<file path="src/rtl/packet_pkg.sv">
// ---------------------------------------------------------------------------
// packet_pkg : shared switch constants and output-arbiter types
// Rev 1.1    : arbiter state type and stall limit added
// ---------------------------------------------------------------------------
`default_nettype none

package packet_pkg;

  localparam int ADDR_WIDTH   = 4;
  localparam int PACKET_WIDTH = 32;

  typedef enum logic {ARB_IDLE, ARB_GRANT} arb_state_t;

  localparam int ARB_STALL_LIMIT = 16;

endpackage

`default_nettype wire

</file>
<file path="src/rtl/rr_pick.sv">
// ---------------------------------------------------------------------------
// rr_pick : combinational round-robin search, first set mask bit at/after ptr
// Rev 1.0 : initial release
// ---------------------------------------------------------------------------
`default_nettype none

module rr_pick #(
  parameter  int NUM_PORTS = 4,
  localparam int SEL_W     = (NUM_PORTS > 1) ? $clog2(NUM_PORTS) : 1
) (
  input  logic [NUM_PORTS-1:0] mask,
  input  logic [SEL_W-1:0]     ptr,
  output logic [SEL_W-1:0]     idx,
  output logic                 any
);

  int               pos;
  logic [SEL_W-1:0] pos_sel;

  // Scan from the farthest offset down so the nearest hit to ptr wins.
  always_comb begin
    idx     = '0;
    any     = 1'b0;
    pos     = 0;
    pos_sel = '0;
    for (int k = NUM_PORTS - 1; k >= 0; k--) begin
      pos = int'(ptr) + k;
      if (pos >= NUM_PORTS) begin
        pos = pos - NUM_PORTS;
      end
      pos_sel = SEL_W'(pos);
      if (mask[pos_sel]) begin
        idx = pos_sel;
        any = 1'b1;
      end
    end
  end

endmodule

`default_nettype wire

</file>
<file path="src/rtl/output_arbiter.sv">
// ---------------------------------------------------------------------------
// output_arbiter : per-output round-robin arbiter with downstream stall flag
// Rev 1.0        : initial release
// ---------------------------------------------------------------------------
`default_nettype none

module output_arbiter
  import packet_pkg::*;
#(
  parameter  int NUM_PORTS   = ADDR_WIDTH,
  parameter  int STALL_LIMIT = ARB_STALL_LIMIT,
  localparam int SEL_W       = (NUM_PORTS > 1) ? $clog2(NUM_PORTS) : 1,
  localparam int CNT_W       = $clog2(STALL_LIMIT + 1)
) (
  input  logic                 clk,
  input  logic                 rst_n,
  input  logic [NUM_PORTS-1:0] req,
  input  logic                 out_ready,
  output logic [NUM_PORTS-1:0] gnt,
  output logic [SEL_W-1:0]     mux_sel,
  output logic                 arb_active,
  output logic                 stall_err
);

  arb_state_t           state;
  logic [SEL_W-1:0]     rr_ptr;
  logic [CNT_W-1:0]     stall_cnt;

  logic [NUM_PORTS-1:0] sel_onehot;
  logic [SEL_W-1:0]     next_ptr;
  logic                 head_req;
  logic                 pop;
  logic [NUM_PORTS-1:0] pick_mask;
  logic [SEL_W-1:0]     pick_ptr;
  logic [SEL_W-1:0]     pick_idx;
  logic                 pick_any;

  assign sel_onehot = NUM_PORTS'(1) << mux_sel;
  assign next_ptr   = (mux_sel == SEL_W'(NUM_PORTS - 1)) ? '0 : mux_sel + SEL_W'(1);
  assign head_req   = req[mux_sel];
  assign pop        = (state == ARB_GRANT) && out_ready && head_req;
  assign gnt        = pop ? sel_onehot : '0;
  assign arb_active = (state == ARB_GRANT);

  // One search serves both the fresh IDLE pick and the back-to-back pick,
  // where the port being popped is excluded because its req lags a cycle.
  assign pick_mask = (state == ARB_IDLE) ? req : (req & ~sel_onehot);
  assign pick_ptr  = (state == ARB_IDLE) ? rr_ptr : next_ptr;

  rr_pick #(
    .NUM_PORTS (NUM_PORTS)
  ) u_rr_pick (
    .mask (pick_mask),
    .ptr  (pick_ptr),
    .idx  (pick_idx),
    .any  (pick_any)
  );

  always_ff @(posedge clk or negedge rst_n) begin
    if (!rst_n) begin
      state     <= ARB_IDLE;
      rr_ptr    <= '0;
      mux_sel   <= '0;
      stall_cnt <= '0;
      stall_err <= 1'b0;
    end else if (state == ARB_IDLE) begin
      if (pick_any) begin
        mux_sel <= pick_idx;
        state   <= ARB_GRANT;
      end
    end else begin
      if (!head_req) begin
        state     <= ARB_IDLE;
        stall_cnt <= '0;
      end else if (out_ready) begin
        rr_ptr    <= next_ptr;
        stall_cnt <= '0;
        if (pick_any) begin
          mux_sel <= pick_idx;
        end else begin
          state <= ARB_IDLE;
        end
      end else begin
        if (stall_cnt != CNT_W'(STALL_LIMIT)) begin
          stall_cnt <= stall_cnt + CNT_W'(1);
        end
        // Flag on the same edge the counter arrives at the limit.
        if (stall_cnt >= CNT_W'(STALL_LIMIT - 1)) begin
          stall_err <= 1'b1;
        end
      end
    end
  end

endmodule

`default_nettype wire

</file>
<file path="config.mk">
export PLATFORM = sky130hd
export DESIGN_NAME = output_arbiter
export DESIGN_NICKNAME = d
export VERILOG_FILES = /design/src/rtl/packet_pkg.sv /design/src/rtl/rr_pick.sv /design/src/rtl/output_arbiter.sv
export SDC_FILE = /design/constraint.sdc
export NUM_CORES = 1
export LEC_CHECK = 0
export ABC_CLOCK_PERIOD_IN_PS = 5750
export BUFFER_PORTS_ARGS = -buffer_cell sky130_fd_sc_hd__buf_2
export CAP_MARGIN = 15
export CORE_MARGIN = 2
export CORE_UTILIZATION = 50
export CTS_BUF_LIST = sky130_fd_sc_hd__clkbuf_2 sky130_fd_sc_hd__clkbuf_4 sky130_fd_sc_hd__clkbuf_8
export CTS_CLUSTER_SIZE = 8
export DETAILED_ROUTE_END_ITERATION = 10
export PLACE_DENSITY = 0.72
export SETUP_SLACK_MARGIN = 0.05
export SYNTH_ARGS = -nofsm -noshare
export SYNTH_HDL_FRONTEND = slang
export SYNTH_HIERARCHICAL = 1
export SYNTH_SLANG_ARGS = --single-unit
export TNS_END_PERCENT = 20
</file>
<file path="constraint.sdc">
create_clock -name clk -period 5.75 [get_ports clk]
set_clock_uncertainty 0.1 [all_clocks]
set_input_delay 1.15 -clock clk [delete_from_list [all_inputs] [get_ports clk]]
set_output_delay 1.15 -clock clk [all_outputs]
set_load 0.05 [all_outputs]
</file>
==> flow_summary.json <==
{
  "core_area_mm2": 0.001524,
  "grt_pass1_vias": 651,
  "post_cts_buffers": 0,
  "dpl.hpwl_um": 1301,
  "tightest_slew_ns": 0.4562,
  "synth.most_common_cell": "inv_1",
  "finalSetupViolCount": 0,
  "drive_above_1_share_pct": 26.92,
  "antenna_found_initial": 0,
  "synthTopCellsByArea": "dfrtp_1 33%, ha_1 11%, mux2_2 8.2%",
  "fill_cells": 134,
  "synthTopCellsByCount": "12 x inv_1, 11 x dfrtp_1, 7 x ha_1, 7 x nor2_1, 6 x mux2_2",
  "io_pins": 15,
  "ir_drop_v": 0.0002632,
  "drc": 0,
  "multiInputGateArea_um2": 504.2,
  "grt_max_degree": 15,
  "antenna_left": 0,
  "synth_edf_count": 0,
  "port_buffers": 14,
  "synth-main-ff-cell": "dfrtp_1",
  "synth_nets": 101,
  "clk_pin_slew_ns": 0.07,
  "ctsResizeCount": 0,
  "final_nets": 119,
  "cts_buffer_depth": 2,
  "fmax_ghz": 0.2694,
  "syn_inst": 87,
  "num_vias": 687,
  "die_width_um": 44.70,
  "yosysUniqueCellTypes": 29,
  "drt-wirelength-per-cell_um": 13.76,
  "dr.pass1.iters": 4,
  "h-tree-depth": 1,
  "slew_viol_final": 0,
  "clock_latency_ns": 0.27,
  "netlist_area_um2": 828.3,
  "root_buffer": "clkbuf_4",
  "num_rows": 14,
  "area_growth_pct": 13.75,
  "n_antenna_cell": 0,
  "ys.warnings.count": 6,
  "avgSynthCellArea_um2": 9.521,
  "overflow": 0,
  "holdWs_ns": 0.3632,
  "hold_viol_final": 0,
  "routed_via_density": 5.725,
  "globalRouteTotalUtil_pct": 20.44,
  "p_leak_nw": 0.4550,
  "ys_async_sr_fraction_pct": 100.0,
  "final_area_um2": 942.2,
  "hold_path_class": "reg -> reg",
  "end_kind": "output port",
  "die_area_mm2": 0.001998,
  "initial_core_util_pct": 54.35,
  "crit_type": "in -> out",
  "worstPathArrival_ns": 2.46,
  "fin_crit_sh_pct": 64.55,
  "die_y_um": 44.70,
  "outcome": "finished clean",
  "rsz0062_at_grt": "false",
  "synth_seq_area_share_pct": 33.23,
  "cts_tree": "built",
  "worstPathMaxFanout": 6,
  "hold_buffers": 0,
  "min_period_ns": 3.711,
  "netlist.top_cell.by_area": "dfrtp_1",
  "setup_tns_ns": 0,
  "ys_ff_latch": 11,
  "cp.required_ns": 4.50,
  "place_congestion": 0.8196,
  "max_cap_violations": 0,
  "timing.slew.headroom_pct": 69.31,
  "start_kind": "input pin",
  "cts_made_buffers": 3,
  "synth_top_area_share_pct": 33.23,
  "powerDensity_mw_per_mm2": 518.7,
  "ff_latch_area_um2": 275.3,
  "dpl-instance-area_um2": 914.6,
  "drt_iter0_markers": 15,
  "grt_pass1_wl_um": 2980,
  "finalWirelength_um": 1651,
  "cts_sinks": 11
}
per-layer routing:
layer  vias to the layer above  global-route usage [%]  wire length [um]
met5                         -                       0                 0
met4                         0                   7.273                 0
met3                         0                   6.000                75
met2                        20                   29.28               728
met1                       328                   29.31               847
li1                        339                       -                 -
critical path, cell delays in order:
cell    delay [ns]
buf_2         0.11
mux4_2        0.54
and3_1        0.28
and2_1        0.18
buf_2         0.20
layout by cell type, fill, tap and decap left out, drive strengths merged:
master   n
a211oi   2
a21boi   4
a21oi    2
a31o     1
a31oi    2
and2     4
and3     1
buf     14
clkbuf   3
clkinv   1
dfrtp   11
ha       7
inv     12
mux2     6
mux2i    5
mux4     1
nand2    3
nand2b   3
nand3    2
nand3b   1
nor2     7
nor2b    2
nor3     1
nor3b    1
nor4bb   1
o21ai    1
o221ai   1
o22ai    3
o32ai    1
or4b     1
kinds of logic (layout without fill, tap and decap cells):
| logic type | count (synthesis) | in the layout | synth area share [%] |
|---|---|---|---|
| AO/OA/AOI/OAI | 17 | 17 | 14.80 |
| buffers and inverters | 13 | 30 | 5.890 |
| AND/OR/NAND/NOR | 27 | 27 | 18.58 |
| flip-flops | 11 | 11 | 33.23 |
| adder cells (fa/ha/maj) | 7 | 7 | 10.57 |
| multiplexers | 12 | 12 | 16.92 |
sequential cells by signal (all words and copies together), names as in the netlist:
register    cells
stall_cnt       5
mux_sel         2
rr_ptr          2
arb_active      1
stall_err       1
stage by stage:
stage / total power [W] / cells / setup WS [ns] / util, %
2_1_floorplan: 0.0003731 / 87 / 2.272 / -
4_1_cts: 0.0004937 / 120 / 2.035 / 61.82
3_5_place_dp: 0.0004366 / 116 / 2.046 / 60.02
6_report: 0.0004887 / 120 / 2.039 / 61.82
5_1_grt: 0.0005393 / 120 / 1.997 / 61.82
3_3_place_gp: 0.0004288 / 116 / 2.066 / 60.02
power breakdown:
part,internal (W),switching (W)
Combinational,0.000124,0.000169
Sequential,0.000102,0.0000395
Clock,0.0000258,0.0000282
Total,0.000252,0.000237
layout make-up:
class / count / area share, %
timing repair buffer: 14 / 7.437
clock inverter: 1 / 0.5312
multi-input combinational: 63 / 53.52
sequential: 11 / 29.22
tap: 16 / 2.125
clock buffer: 3 / 2.390
inverter: 12 / 4.781
path summary, 6_finish.rpt:
check / startpoint / cells past startpoint / endpoint / slack (ns)
max: req[3] / 5 / gnt[3] / 2.04
min reg2reg: stall_err / 1 / stall_err / 0.36
min in group asynchronous: rst_n / 1 / stall_cnt[4] / 0.63
max in group asynchronous: rst_n / 1 / stall_cnt[2] / 4.72
max reg2reg: mux_sel[0] / 8 / mux_sel[1] / 3.29
min: stall_err / 1 / stall_err / 0.36
No activity file was read; power rests on OpenSTA's default activity.
